==> src/rtl/hyperram_req_sequencer.sv <==
`default_nettype none
// ============================================================================
// Module   : hyperram_req_sequencer
// Brief    : Queues Avalon-MM host reads/writes in a command FIFO and replays
//            them to the HyperRAM controller s0 port as isolated strobes with
//            a guaranteed low gap, returning read data in order and timing
//            out reads that never complete.
// Revision : 1.0 - initial release
// ============================================================================
module hyperram_req_sequencer #(
    parameter int DEPTH       = 8,
    parameter int STROBE_CYC  = 2,
    parameter int WR_WAIT_CYC = 48,
    parameter int GAP_CYC     = 2,
    parameter int RD_TIMEOUT  = 255
) (
    input  logic        clk,
    input  logic        rst,
    input  logic [31:0] h_address,
    input  logic        h_read,
    input  logic        h_write,
    input  logic [31:0] h_writedata,
    output logic        h_waitrequest,
    output logic [31:0] h_readdata,
    output logic        h_readdatavalid,
    output logic [31:0] m_address,
    output logic        m_read,
    output logic        m_write,
    output logic [31:0] m_writedata,
    input  logic [31:0] m_readdata,
    input  logic        m_readdatavalid,
    output logic        busy,
    output logic        rd_timeout_err,
    output logic        proto_err
);

    localparam int c_AW       = $clog2(DEPTH);
    localparam int c_MAX_A    = (RD_TIMEOUT > WR_WAIT_CYC) ? RD_TIMEOUT : WR_WAIT_CYC;
    localparam int c_MAX_B    = (STROBE_CYC > GAP_CYC) ? STROBE_CYC : GAP_CYC;
    localparam int c_CNT_MAX  = (c_MAX_A > c_MAX_B) ? c_MAX_A : c_MAX_B;
    localparam int c_CNT_W    = $clog2(c_CNT_MAX + 1);
    localparam logic [c_AW:0]      c_PTR_ONE   = 1;
    localparam logic [c_CNT_W-1:0] c_CNT_ONE   = 1;
    localparam logic [c_CNT_W-1:0] c_CNT_STB   = c_CNT_W'(STROBE_CYC - 1);
    localparam logic [c_CNT_W-1:0] c_CNT_RD    = c_CNT_W'(RD_TIMEOUT - 1);
    localparam logic [c_CNT_W-1:0] c_CNT_WR    = c_CNT_W'(WR_WAIT_CYC - 1);
    localparam logic [c_CNT_W-1:0] c_CNT_GAP   = c_CNT_W'(GAP_CYC - 1);
    localparam logic [31:0]        c_ERR_WORD  = 32'hDEAD_BEEF;

    typedef enum logic [2:0] {
        S_IDLE    = 3'd0,
        S_STROBE  = 3'd1,
        S_WAIT_RD = 3'd2,
        S_WAIT_WR = 3'd3,
        S_GAP     = 3'd4
    } state_t;

    // FIFO storage and pointers; entry = {is_write, address, writedata}
    logic [64:0]    r_mem [DEPTH];
    logic [c_AW:0]  r_wr_ptr;
    logic [c_AW:0]  r_rd_ptr;
    logic [c_AW:0]  r_wr_ptr_vis;
    logic           w_empty;
    logic           w_empty_vis;
    logic           w_full;
    logic           w_accept;
    logic           w_pop;
    logic [64:0]    w_head;

    // FSM state, counter and registered outputs with their next values
    state_t             r_state, w_state_next;
    logic [c_CNT_W-1:0] r_cnt, w_cnt_next;
    logic               r_is_write, w_is_write_next;
    logic               r_m_read, w_m_read_next;
    logic               r_m_write, w_m_write_next;
    logic [31:0]        r_m_address, w_m_address_next;
    logic [31:0]        r_m_writedata, w_m_writedata_next;
    logic [31:0]        r_h_readdata, w_h_readdata_next;
    logic               r_h_readdatavalid, w_h_readdatavalid_next;
    logic               r_rd_timeout_err, w_rd_timeout_err_next;
    logic               r_proto_err;

    assign w_empty  = (r_wr_ptr == r_rd_ptr);
    assign w_full   = (r_wr_ptr[c_AW] != r_rd_ptr[c_AW]) &&
                      (r_wr_ptr[c_AW-1:0] == r_rd_ptr[c_AW-1:0]);
    // The pop side sees writes one cycle late, giving the storage a full cycle
    // before the head is read out.
    assign w_empty_vis = (r_wr_ptr_vis == r_rd_ptr);
    assign w_accept = (h_read | h_write) & ~w_full;
    assign w_head   = r_mem[r_rd_ptr[c_AW-1:0]];

    // Capture accepted host requests; a write wins when both strobes are set
    always_ff @(posedge clk) begin
        if (w_accept) begin
            r_mem[r_wr_ptr[c_AW-1:0]] <= {h_write, h_address, h_writedata};
        end
    end

    // FIFO pointer maintenance
    always_ff @(posedge clk) begin
        if (rst) begin
            r_wr_ptr     <= '0;
            r_rd_ptr     <= '0;
            r_wr_ptr_vis <= '0;
        end else begin
            r_wr_ptr_vis <= r_wr_ptr;
            if (w_accept) r_wr_ptr <= r_wr_ptr + c_PTR_ONE;
            if (w_pop)    r_rd_ptr <= r_rd_ptr + c_PTR_ONE;
        end
    end

    // Sticky flag for simultaneous read and write on an accepted cycle
    always_ff @(posedge clk) begin
        if (rst) r_proto_err <= 1'b0;
        else     r_proto_err <= r_proto_err | (w_accept & h_read & h_write);
    end

    // FSM state and output registers
    always_ff @(posedge clk) begin
        if (rst) begin
            r_state           <= S_IDLE;
            r_cnt             <= '0;
            r_is_write        <= 1'b0;
            r_m_read          <= 1'b0;
            r_m_write         <= 1'b0;
            r_m_address       <= '0;
            r_m_writedata     <= '0;
            r_h_readdata      <= '0;
            r_h_readdatavalid <= 1'b0;
            r_rd_timeout_err  <= 1'b0;
        end else begin
            r_state           <= w_state_next;
            r_cnt             <= w_cnt_next;
            r_is_write        <= w_is_write_next;
            r_m_read          <= w_m_read_next;
            r_m_write         <= w_m_write_next;
            r_m_address       <= w_m_address_next;
            r_m_writedata     <= w_m_writedata_next;
            r_h_readdata      <= w_h_readdata_next;
            r_h_readdatavalid <= w_h_readdatavalid_next;
            r_rd_timeout_err  <= w_rd_timeout_err_next;
        end
    end

    // Next-state and output decode for the command replay sequence
    always_comb begin
        w_state_next           = r_state;
        w_cnt_next             = r_cnt;
        w_pop                  = 1'b0;
        w_is_write_next        = r_is_write;
        w_m_read_next          = r_m_read;
        w_m_write_next         = r_m_write;
        w_m_address_next       = r_m_address;
        w_m_writedata_next     = r_m_writedata;
        w_h_readdata_next      = r_h_readdata;
        w_h_readdatavalid_next = 1'b0;
        w_rd_timeout_err_next  = r_rd_timeout_err;
        case (r_state)
            S_IDLE: begin
                if (!w_empty_vis) begin
                    w_pop              = 1'b1;
                    w_is_write_next    = w_head[64];
                    w_m_address_next   = w_head[63:32];
                    w_m_writedata_next = w_head[31:0];
                    w_m_read_next      = ~w_head[64];
                    w_m_write_next     = w_head[64];
                    w_cnt_next         = c_CNT_STB;
                    w_state_next       = S_STROBE;
                end
            end
            S_STROBE: begin
                if (r_cnt == '0) begin
                    w_m_read_next  = 1'b0;
                    w_m_write_next = 1'b0;
                    if (r_is_write) begin
                        w_cnt_next   = c_CNT_WR;
                        w_state_next = S_WAIT_WR;
                    end else begin
                        w_cnt_next   = c_CNT_RD;
                        w_state_next = S_WAIT_RD;
                    end
                end else begin
                    w_cnt_next = r_cnt - c_CNT_ONE;
                end
            end
            S_WAIT_RD: begin
                // Real data takes priority over a timeout in the same cycle
                if (m_readdatavalid) begin
                    w_h_readdata_next      = m_readdata;
                    w_h_readdatavalid_next = 1'b1;
                    w_cnt_next             = c_CNT_GAP;
                    w_state_next           = S_GAP;
                end else if (r_cnt == '0) begin
                    w_h_readdata_next      = c_ERR_WORD;
                    w_h_readdatavalid_next = 1'b1;
                    w_rd_timeout_err_next  = 1'b1;
                    w_cnt_next             = c_CNT_GAP;
                    w_state_next           = S_GAP;
                end else begin
                    w_cnt_next = r_cnt - c_CNT_ONE;
                end
            end
            S_WAIT_WR: begin
                if (r_cnt == '0) begin
                    w_cnt_next   = c_CNT_GAP;
                    w_state_next = S_GAP;
                end else begin
                    w_cnt_next = r_cnt - c_CNT_ONE;
                end
            end
            S_GAP: begin
                if (r_cnt == '0) w_state_next = S_IDLE;
                else             w_cnt_next   = r_cnt - c_CNT_ONE;
            end
            default: begin
                w_state_next = S_IDLE;
            end
        endcase
    end

    assign h_waitrequest   = w_full;
    assign h_readdata      = r_h_readdata;
    assign h_readdatavalid = r_h_readdatavalid;
    assign m_address       = r_m_address;
    assign m_read          = r_m_read;
    assign m_write         = r_m_write;
    assign m_writedata     = r_m_writedata;
    assign busy            = ~w_empty | (r_state != S_IDLE);
    assign rd_timeout_err  = r_rd_timeout_err;
    assign proto_err       = r_proto_err;

endmodule
`default_nettype wire

==> config.mk <==
export PLATFORM = sky130hd
export DESIGN_NAME = hyperram_req_sequencer
export DESIGN_NICKNAME = d
export VERILOG_FILES = /design/src/rtl/hyperram_req_sequencer.sv
export SDC_FILE = /design/constraint.sdc
export NUM_CORES = 1
export LEC_CHECK = 0
export ABC_AREA = 0
export CAP_MARGIN = 40
export CORE_MARGIN = 2
export CORE_UTILIZATION = 40
export CTS_CLUSTER_SIZE = 16
export DETAILED_ROUTE_END_ITERATION = 8
export PLACE_DENSITY = 0.58
export RECOVER_POWER = 50
export SLEW_MARGIN = 20
export SYNTH_ARGS = -nofsm -noshare
export SYNTH_HDL_FRONTEND = slang
export SYNTH_SLANG_ARGS = --single-unit
==> constraint.sdc <==
create_clock -name clk -period 6.8 [get_ports clk]
set_clock_uncertainty 0.05 [all_clocks]
set_input_delay 1.36 -clock clk [delete_from_list [all_inputs] [get_ports clk]]
set_output_delay 1.36 -clock clk [all_outputs]
set_load 0.02 [all_outputs]
[Yosys cells after proc, flatten, opt, wreduce, memory -nomap -nowiden]
Memories as Yosys holds them, arrays and structs flattened. A register that Yosys moved wholly into a read port is not among the register bits.
Cells that the tools add are included.
Operators by class
  add/subtract/negate cells: 3
  equality and inequality tests: 12
  mux-type cells: 29
  bitwise operators: 12
  reduce and logical (&&, ||, !) cells: 14
Operator list (count)
  32-bit 2-to-1 mux: 2
  8-bit 2-to-1 mux: 6
  8-bit one-hot mux with 5 select lines: 1
  3-bit 2-to-1 mux: 7
  3-bit one-hot mux with 5 select lines: 1
  3-bit AND reduction: 4
  1-bit 2-to-1 mux: 10
  4-bit by 1-bit adder with 4-bit output, second input constant: 2
  4-bit == test: 2
  8-bit zero test: 1
  2-bit inequality test, second input constant: 4
  8-bit by 1-bit subtractor with 8-bit output, second input constant: 1
  3-bit by 2-bit == test with 1-bit output, second input constant: 2
  1-bit NOT: 6
  5-bit nonzero test: 1
  1-bit one-hot mux with 2 select lines: 2
  2-bit AND reduction: 2
  2-bit nonzero test: 2
  1-bit AND: 3
  3-bit by 1-bit == test with 1-bit output, second input constant: 1
  3-bit == test: 1
  3-bit == test, second input constant: 1
  3-bit zero test: 1
  1-bit bitwise OR: 3
  other kinds (4): 4
Storage, ports and cells
  register bits: 125
  bits in writable memories: 520
  input port bits: 101
  output and inout port bits: 103
  logic and storage cells: 85
  memories: 1
Memory list
  r_mem: depth 8, bits a word 65, rd ports 1, clocked after Yosys merged registers in 1, wr ports 1, RTL line 59  | logic [64:0] r_mem [DEPTH];

[Logic depth before layout (Yosys ltp)]
  word-level depth: 7
  depth in mapped cells: 9

[Worst setup path before layout]
OpenSTA, ideal clock, no wires.
  path type: input -> register
  start: input h_write
  end: memory r_mem[0][0], enable pin
  setup time: 0.568 ns
  arrival time: 6.391 ns
  path slack: -0.210 ns
  stages on the path: 4
  buffers on the path: 0
  path through: nor2_1 -> a41oi_1 -> nand2b_1 -> nor3_1
Between the ends
  longest elaborated chain between the ends: 4
RTL lines
  start: declaration: RTL line 21  | input logic h_write,
  1-bit bitwise OR: RTL line 89  | assign w_accept = (h_read | h_write) & ~w_full;
  1-bit AND: RTL line 89
  1-bit 2-to-1 mux: RTL line 94  | if (w_accept) begin
  1-bit 2-to-1 mux (not written as such): RTL line 95  | r_mem[r_wr_ptr[c_AW-1:0]] <= {h_write, h_address, h_writedata};
  end: declaration: RTL line 59
Every way passes these cells.

[Worst setup path in the final report]
  start: input rst
  end: register r_rd_ptr[1]
RTL lines
  start: declaration: RTL line 18  | input logic rst,
  end signal: assignment: RTL line 108  | if (w_pop) r_rd_ptr <= r_rd_ptr + c_PTR_ONE;
  end: declaration: RTL line 61  | logic [c_AW:0] r_rd_ptr;
No word-level cell between the ends.

==> results.cfg <==
[detailed_routing]
wl_per_cell_um = 21.17
drtIter0Drc = 827
ant_nets = 0
drc_errors = 0
routed_wl_um = 49970
vias = 12250
avgViaCountPerCell = 5.190
dr.pass1.iters = 5

[synth]
synth_cells = 1302
post-synth-top-count-cell = edfxtp_1
synthXorXnorAreaFrac_pct = 0.5407
synthMuxAreaShare_pct = 14.82
synthFlopType = edfxtp_1
yosysTopAreaCellShare_pct = 64.27
synth_edf_count = 520
synth_area_per_cell_um2 = 18.66
synthTopCellsByCount = 520 x edfxtp_1, 152 x nor2_1, 130 x mux4_2
synth-adder-area-share_pct = 0.1545
syn-num-nets = 1406
ys_seq_elements = 648
synthesis.area_um2 = 24300
synth_cell_type_count = 55
synth-compound-area-share_pct = 3.934
synth-async-reset-ratio_pct = 0
synth_top_family_by_area = multiplexers
synth_top_cell_by_area = edfxtp_1
synthTopCellsByArea = edfxtp_1 64%, mux4_2 12%, dfxtp_1 11%
synth.yosys.seq_area_share_pct = 74.81
synth_warnings = 0
synthSimpleGateAreaFrac_pct = 4.135

[place]
pre_cts_slack_ns = 2.139
io_buffers = 203
dp_cells = 2233
hpwlAfterDp_um = 29760
gp_congestion = 0.7661

[cts]
cts_setup_buffers = 0
clk_pin_slew_ns = 0.06
cts_tree = done
holdBufCountCts = 0
cts_sinks = 648
postCtsResizedCells = 0
htreeDepth = 3
clockBufferDepth = 3
clk_latency_ns = 0.60
numCtsBuffers = 68
root_buffer = clkbuf_16

[power]
power.share.clock_pct = 32.7
cellPowerDensity_nw_per_um2 = 372.7
p_leak_nw = 9.266
p_total_mw = 10.98
p_int_mw = 7.878
netSwitchingPower_mw = 3.102
switching_share_pct = 28.25
peakVddDrop_mv = 0.2180
pwr-share-comb_pct = 23.0
pwr-share-seq_pct = 44.3

[floorplan]
io_pins = 204
rows = 90
die_w_um = 250.5
die_area_um2 = 62730
dieHeight_um = 250.5
coreArea_um2 = 60250
start_util_pct = 40.33

[sta]
layout_setup_ws_ns = 2.115
slew_viol_final = 92
worst_pin_slew_ns = 3.189
setup_viol = 0
hold_slack_ns = 0.4230
fin_crit_ns = 4.685
rsz0062_at_grt = false
tns_ns = 0
max_slew_margin_pct = -112.6
max_freq_mhz = 213.4
finalHoldViolCount = 0
fin_crit_sh_pct = 68.90

[grt]
use_met3_pct = 3.450
grt_pass1_vias = 12750
grtUsageTotal_pct = 16.06
grt_max_degree = 120
antenna_found_initial = 4
gr-max-usage-layer = met2
grt_pass1_wl_um = 76540
overflow = 0
grt_use_met2_pct = 26.64
grt_use_met1_pct = 21.42

[setup_path]
crit_path_end_kind = flop
reg2reg_slack_ns = 2.18
cp-start-kind = input pin
required_ns = 7.05
crit_fanout = 71
crit_arrival_ns = 4.93
critPathKind = input pin to flop

[job]
maxCapViolCount = 2

[finish]
fillers = 4965
final_layout_size_suffix_gt1_share_pct = 17.69
syn_to_final_growth_pct = 21.25
layout.nets = 1626
instances_no_fill = 2360

[run_status]
status = finished, violations left
violations = max-capacitance violations, max-slew violations

[hold_path]
hold_class = flop to flop
## final cells by class
class | count | area, µm² | share of cell area [%]
multi-input combinational | 569 | 5747 | 19.51
clock buffer | 86 | 1834 | 6.226
clock inverter | 39 | 342.8 | 1.164
timing repair buffer | 227 | 2337 | 7.933
tap | 782 | 978.4 | 3.321
antenna | 1 | 2.502 | 0.008494
inverter | 8 | 30.03 | 0.1019
sequential | 648 | 18190 | 61.74
## through the flow
| stage | instance area [µm²] | utilization (%) |
|---|---|---|
| 2_1_floorplan | 24310 | - |
| 3_3_place_gp | 27240 | 45.21 |
| 3_5_place_dp | 27330 | 45.37 |
| 4_1_cts | 29510 | 48.98 |
| 5_1_grt | 29460 | 48.90 |
| 6_report | 29460 | 48.90 |
## cell families (layout without fill, tap and decap cells)
family          count (synthesis)  count (layout)
other cells                     0               1
mux                           197             197
xor+xnor                       15              15
simple gates                  229             229
buf+inv                        85             360
fa+ha+maj                       3               3
flops                         648             648
compound gates                125             125
## final timing paths
check | startpoint | end | cells past startpoint
max | rst | r_rd_ptr[1]$_SDFFE_PP0P_ | 3
min | rd_timeout_err$_SDFFE_PP0P_ | rd_timeout_err$_SDFFE_PP0P_ | 2
max reg2reg | flop | m_address[10]$_SDFFE_PP0P_ | 5
min reg2reg | rd_timeout_err$_SDFFE_PP0P_ | rd_timeout_err$_SDFFE_PP0P_ | 2
## critical path: stages
cell and delay (ns):
clkbuf_2 1.04, clkbuf_1 2.33, a21oi_1 0.18
## cells in the final DEF, fill, tap and decap left out, drive strengths merged, types with 4 or more instances in the layout
| cell type | n |
|---|---|
| mux2i | 65 |
| clkinv | 27 |
| xor2 | 4 |
| o21ai | 15 |
| inv | 11 |
| xnor2 | 11 |
| nand2b | 5 |
| clkdlybuf4s50 | 137 |
| nor2 | 152 |
| clkbuf | 89 |
| nor3 | 31 |
| a22oi | 10 |
| clkinvlp | 5 |
| nor2b | 7 |
| dfxtp | 128 |
| dlygate4sd3 | 65 |
| edfxtp | 520 |
| a31oi | 4 |
| buf | 22 |
| bufinv | 4 |
| nand2 | 18 |
| a21oi | 9 |
| a211oi | 67 |
| mux4 | 130 |
## state kept, by name, indices dropped and copies added (netlist names), named ones only
signal,count
rd_timeout_err,1
r_is_write,1
r_rd_ptr,4
r_wr_ptr,4
m_address,32
m_writedata,32
m_write,1
r_cnt,8
r_wr_ptr_vis,4
h_readdata,32
r_mem,520
r_state,3
proto_err,1
m_read,1
h_readdatavalid,1
## metal layers
| metal | vias up | part of all wire [%] |
|---|---|---|
| met2 | 303 | 49 |
| met3 | 59 | 5.2 |
| met1 | 6255 | 45 |
| met5 | - | 0.016 |
| li1 | 5629 | - |
| met4 | 2 | 1.6 |
## power groups by stage
stage	Combinational, mW	Sequential (mW)	Clock, mW
detailed placement	2.60	4.95	0
global route	2.79	4.91	3.83
CTS	2.61	4.87	3.68
floorplan	1.57	5.08	0
global placement	2.54	4.94	0
finish	2.53	4.86	3.59
Power figures use the tool's default switching activity.
==> RTL edit 1: new RTL, same flow settings <==
Encoding of `state_t`: now one-hot (5 bits for 5 states).
--- a/src/rtl/hyperram_req_sequencer.sv
+++ b/src/rtl/hyperram_req_sequencer.sv
@@ -49,8 +49,8 @@
 
-    typedef enum logic [2:0] {
-        S_IDLE    = 3'd0,
-        S_STROBE  = 3'd1,
-        S_WAIT_RD = 3'd2,
-        S_WAIT_WR = 3'd3,
-        S_GAP     = 3'd4
+    typedef enum logic [4:0] {
+        S_IDLE    = 5'b00001,
+        S_STROBE  = 5'b00010,
+        S_WAIT_RD = 5'b00100,
+        S_WAIT_WR = 5'b01000,
+        S_GAP     = 5'b10000
     } state_t;
Check against the original RTL: same outputs for any inputs over 4 cycles, from zero or initial values and one cycle with rst high; so few cycles prove little.
==> RTL edit 1 against the unedited design <==
- routed wire length is 1.9% higher
- critical path depth up 1
- sequential cell count grew 2
- first-iteration DRC count shrank 7.0%
- die area increased by 0.41%
- the flow still finishes with violations (max-capacitance violations, max-slew violations)
- area after synthesis up 0.42%
- maximum frequency down 0.18%
- power up 4.3%
- design area is 0.90% higher
- sequential power rose by 2%
- setup slack got worse by 8.4 ps
==> RTL edit 1: results (changes against the unedited design) <==
| Metric | Value |
|---|---|
| Iter 0 DRT Violations | `769 (was 827)` |
| Wire length of the first global-routing pass | `77500 µm (was 76500 µm)` |
| Post-synthesis net count | `1425 (was 1406)` |
| Clock latency reported for the late side of the worst-skew pair | `610 ps` |
| Detailed-route wire length per cell | `21.4 µm (was 21.2 µm)` |
| End point of the most critical hold path | `rd_timeout_err (unchanged)` |
| Capture point of the worst reg-to-reg path | `h_readdata[3] (was m_address[10])` |
| Critical path endpoint | `r_wr_ptr[3] (was r_rd_ptr[1])` |
| Number of vias per cell after detailed routing | `5.28 (was 5.19)` |
| Global Route Usage Sum | `16.2% (was 16.1%)` |
| MaxCap Viol Count | `2 (unchanged)` |
| Synthesized-area fraction occupied by adder cells | `0.154% (about the same)` |
| Layout cells sized above 1 | `16.9% (was 17.7%)` |
| Drt first pass iters | `6 (was 5)` |
| Hold-critical path depth | `2 (unchanged)` |
| Number of flip-flops under the largest register name | `520 (unchanged)` |
| Worst slew margin relative to its limit | `-108% (was -113%)` |
| Synth area leaders | `edfxtp_1 (64%), mux4_2 (12%), dfxtp_1 (11%) (unchanged)` |
| Buffers inserted during post-CTS setup optimization | `0 (unchanged)` |
| Power dissipated by switching net loads | `3.29 mW (was 3.10 mW)` |
| Failing checks | `max-capacitance violations, max-slew violations (unchanged)` |
| Synth Area in XOR/XNOR | `0.538% (was 0.541%)` |
| R2R setup slack | `3190 ps (was 2180 ps)` |
| Sequential-to-total area share from yosys stat | `74.7% (was 74.8%)` |
| Run status | `finished, violations left (unchanged)` |
| CTS resizes | `0 (unchanged)` |
| Max-slew violation count | `105 (was 92)` |
| Count of different cell masters after synthesis | `57 (was 55)` |
| Placed cell area | `27600 µm² (was 27300 µm²)` |
| Clock distribution power | `3.62 mW` |
| Initial antenna violation count | `10 (was 4)` |
| Number of CTS-inserted buffers | `68 (unchanged)` |
| Number of flops mapped to enable cells by yosys | `520 (unchanged)` |
| Worst reg-to-reg path cell count | `8 (was 5)` |
| Final RePlAce weighted congestion | `0.797 (was 0.766)` |
| Largest fanout on the critical path | `61 (was 71)` |
| H-tree depth | `3 (unchanged)` |
| Power share of the combinational group | `25.3% (was 23.0%)` |
| Leakage power | `9.31 nW (was 9.27 nW)` |
| Post-detail-place hpwl | `30400 µm (was 29800 µm)` |
| IR drop worst, VDD | `248 µV (was 218 µV)` |
| Post-synthesis compound-gate area fraction | `3.70% (was 3.93%)` |
| Number of nets at the end of the flow | `1649 (was 1626)` |
| Top cells by count, synth | `edfxtp_1 (520), nor2_1 (151), dfxtp_1 (130), mux4_2 (130), a211oi_1 (70) (was edfxtp_1 (520), nor2_1 (152), mux4_2 (130))` |
| Hold crit path type | `flip-flop to flip-flop (unchanged)` |
| Multiplexer share of the synthesized area | `14.8% (about the same)` |
| Launching element of the worst setup path | `rst (unchanged)` |
| Maximum number of pins on one net before global-route repair | `84 (was 120)` |
[RTL edit 1: metrics by stage]
step           hold WS, ps  power (mW)  setup WS, ps  utilization [%]  cells
4_1_cts                427        11.6          2800             49.3   2381
5_1_grt                445        12.0          1650             49.2   2383
2_1_floorplan          422        6.93          1390                -   1321
6_report               420        11.4          2110             49.2   2384
3_3_place_gp           406        7.90          2090             45.3   2247
3_5_place_dp           413        7.97          2260             45.7   2256
[RTL edit 1: area by class of cell]
class	count	area (µm²)
Fill cell	4984	30600
Sequential cell	650	18200
Multi-Input combinational cell	587	5870
Timing Repair Buffer	231	2430
Clock buffer	98	1880
Tap cell	782	978
Clock inverter	27	302
Inverter	7	26.3
Antenna cell	2	5.00
[RTL edit 1: routing by layer]
metal  share of wire, %  global-route usage, %
met1                 43                   20.8
met2                 50                   27.8
met3                5.4                   3.90
met4                2.1                   4.22
met5              0.077                      0
[RTL edit 1: critical path, stage by stage]
cell,delay (ps)
clkbuf_1,930
clkbuf_1,2270
nor2b_1,150
mux2_2,390
==> RTL edit 2: new RTL, same settings <==
Without the edit above. The parameter `STROBE_CYC` goes from 2 to 1.
--- a/src/rtl/hyperram_req_sequencer.sv
+++ b/src/rtl/hyperram_req_sequencer.sv
@@ -11,3 +11,3 @@
     parameter int DEPTH       = 8,
-    parameter int STROBE_CYC  = 2,
+    parameter int STROBE_CYC  = 1,
     parameter int WR_WAIT_CYC = 48,
Check against the original RTL: not equivalent (Yosys sat finds a counterexample within 10 cycles, from zero or initial values and one cycle with rst high).
==> RTL edit 2 against the unedited design <==
- the flow still finishes with violations (max-capacitance violations, max-slew violations)
- setup slack got worse by 470 ps
- sequential cell count did not move
- hold slack improved by 6.2 ps
- routed wire length rose by 1.6%
- non-clock buffer count rose by 2
- design area rose by 0.46%
- sequential power rose by 0.8%
- area after synthesis rose by 0.22%
- power rose by 1.1%
- largest cell class unchanged
- sequential share of layout area fell by 0.28 points
- synthesized cell count rose by 0.23%
==> RTL edit 2: results (changes against the unedited design) <==
| Metric | Value |
|---|---|
| Run status | `finished, violations left (unchanged)` |
| Failing checks | `max-capacitance violations, max-slew violations (unchanged)` |
| Number of CTS-inserted buffers | `70 (was 68)` |
| Global Route Usage Sum | `16.3% (was 16.1%)` |
| Largest fanout on the critical path | `67 (was 71)` |
| Post-synthesis net count | `1409 (was 1406)` |
| IR drop worst, VDD | `195 µV (was 218 µV)` |
| Synth Area in XOR/XNOR | `0.576% (was 0.541%)` |
| Number of nets at the end of the flow | `1635 (was 1626)` |
| Final RePlAce weighted congestion | `0.767 (was 0.766)` |
| Post-detail-place hpwl | `29500 µm (was 29800 µm)` |
| Leakage power | `9.39 nW (was 9.27 nW)` |
| Post-synthesis compound-gate area fraction | `3.61% (was 3.93%)` |
| Final worst-path cycle share | `75.9% (was 68.9%)` |
| Filler cell count in the final layout | `4886 (was 4965)` |
| Max-slew violation count | `217 (was 92)` |
| Post-synthesis area per instance | `18.7 µm² (about the same)` |
| Count of different cell masters after synthesis | `52 (was 55)` |
| Layout cells sized above 1 | `17.5% (was 17.7%)` |
| Critical path data arrival time | `5590 ps (was 4930 ps)` |
| R2R setup slack | `2340 ps (was 2180 ps)` |
| Via Count | `12500 (was 12200)` |
| Synth area leaders | `edfxtp_1 (64%), mux4_2 (12%), dfxtp_1 (11%) (unchanged)` |
| Drt first pass iters | `6 (was 5)` |
| MaxCap Viol Count | `4 (was 2)` |
| Top cells by count, synth | `edfxtp_1 (520), nor2_1 (150), mux4_2 (130) (was edfxtp_1 (520), nor2_1 (152), mux4_2 (130))` |
## RTL edit 2: cells by family after synthesis
logic type | Yosys count
AO/OA/AOI/OAI | 123
adder cells (fa/ha/maj) | 3
buffers and inverters | 82
AND/OR/NAND/NOR | 235
multiplexers | 198
XOR/XNOR | 16
flip-flops | 648
## RTL edit 2: cell type report
class	instances	area [µm²]	area share, %
Clock buffer	93	1910	6.46
Antenna cell	1	2.50	0.00846
Timing Repair Buffer	229	2400	8.10
Inverter	7	26.3	0.0888
Multi-Input combinational cell	575	5810	19.6
Clock inverter	33	287	0.968
Tap cell	782	978	3.31
Sequential cell	648	18200	61.5
## RTL edit 2: power by group
| group | internal [mW] | switching, mW | leakage [nW] | total (mW) |
|---|---|---|---|---|
| Sequential | 4.67 | 0.237 | 5.80 | 4.90 |
| Clock | 2.14 | 1.50 | 1.08 | 3.64 |
| Combinational | 1.16 | 1.40 | 2.51 | 2.56 |
| Total | 7.96 | 3.14 | 9.39 | 11.1 |
## RTL edit 2: routing by layer
layer / routed length [µm] / part of all wire, % / vias to the layer above / GRT usage (%)
met5: 28 / 0.055 / - / 0
met4: 1060 / 2.1 / 6 / 4.89
met3: 2630 / 5.2 / 88 / 3.29
met2: 24500 / 48 / 345 / 26.8
met1: 22500 / 44 / 6393 / 22.1
li1: - / - / 5678 / -
## RTL edit 2: worst paths after layout
check / startpoint / to / cells past startpoint
max: rst / r_cnt[6] / 4
max reg2reg: r_state[2] / m_writedata[21] / 6
min reg2reg: proto_err / proto_err / 2
min: proto_err / proto_err / 2
## RTL edit 2: stage by stage
stage / power (mW) / area [µm²] / hold slack, ps
detailed placement: 7.63 / 27400 / 413
finish: 11.1 / 29600 / 429
global route: 11.6 / 29600 / 435
floorplan: 6.76 / 24400 / 415
global placement: 7.57 / 27200 / 399
CTS: 11.3 / 29600 / 426
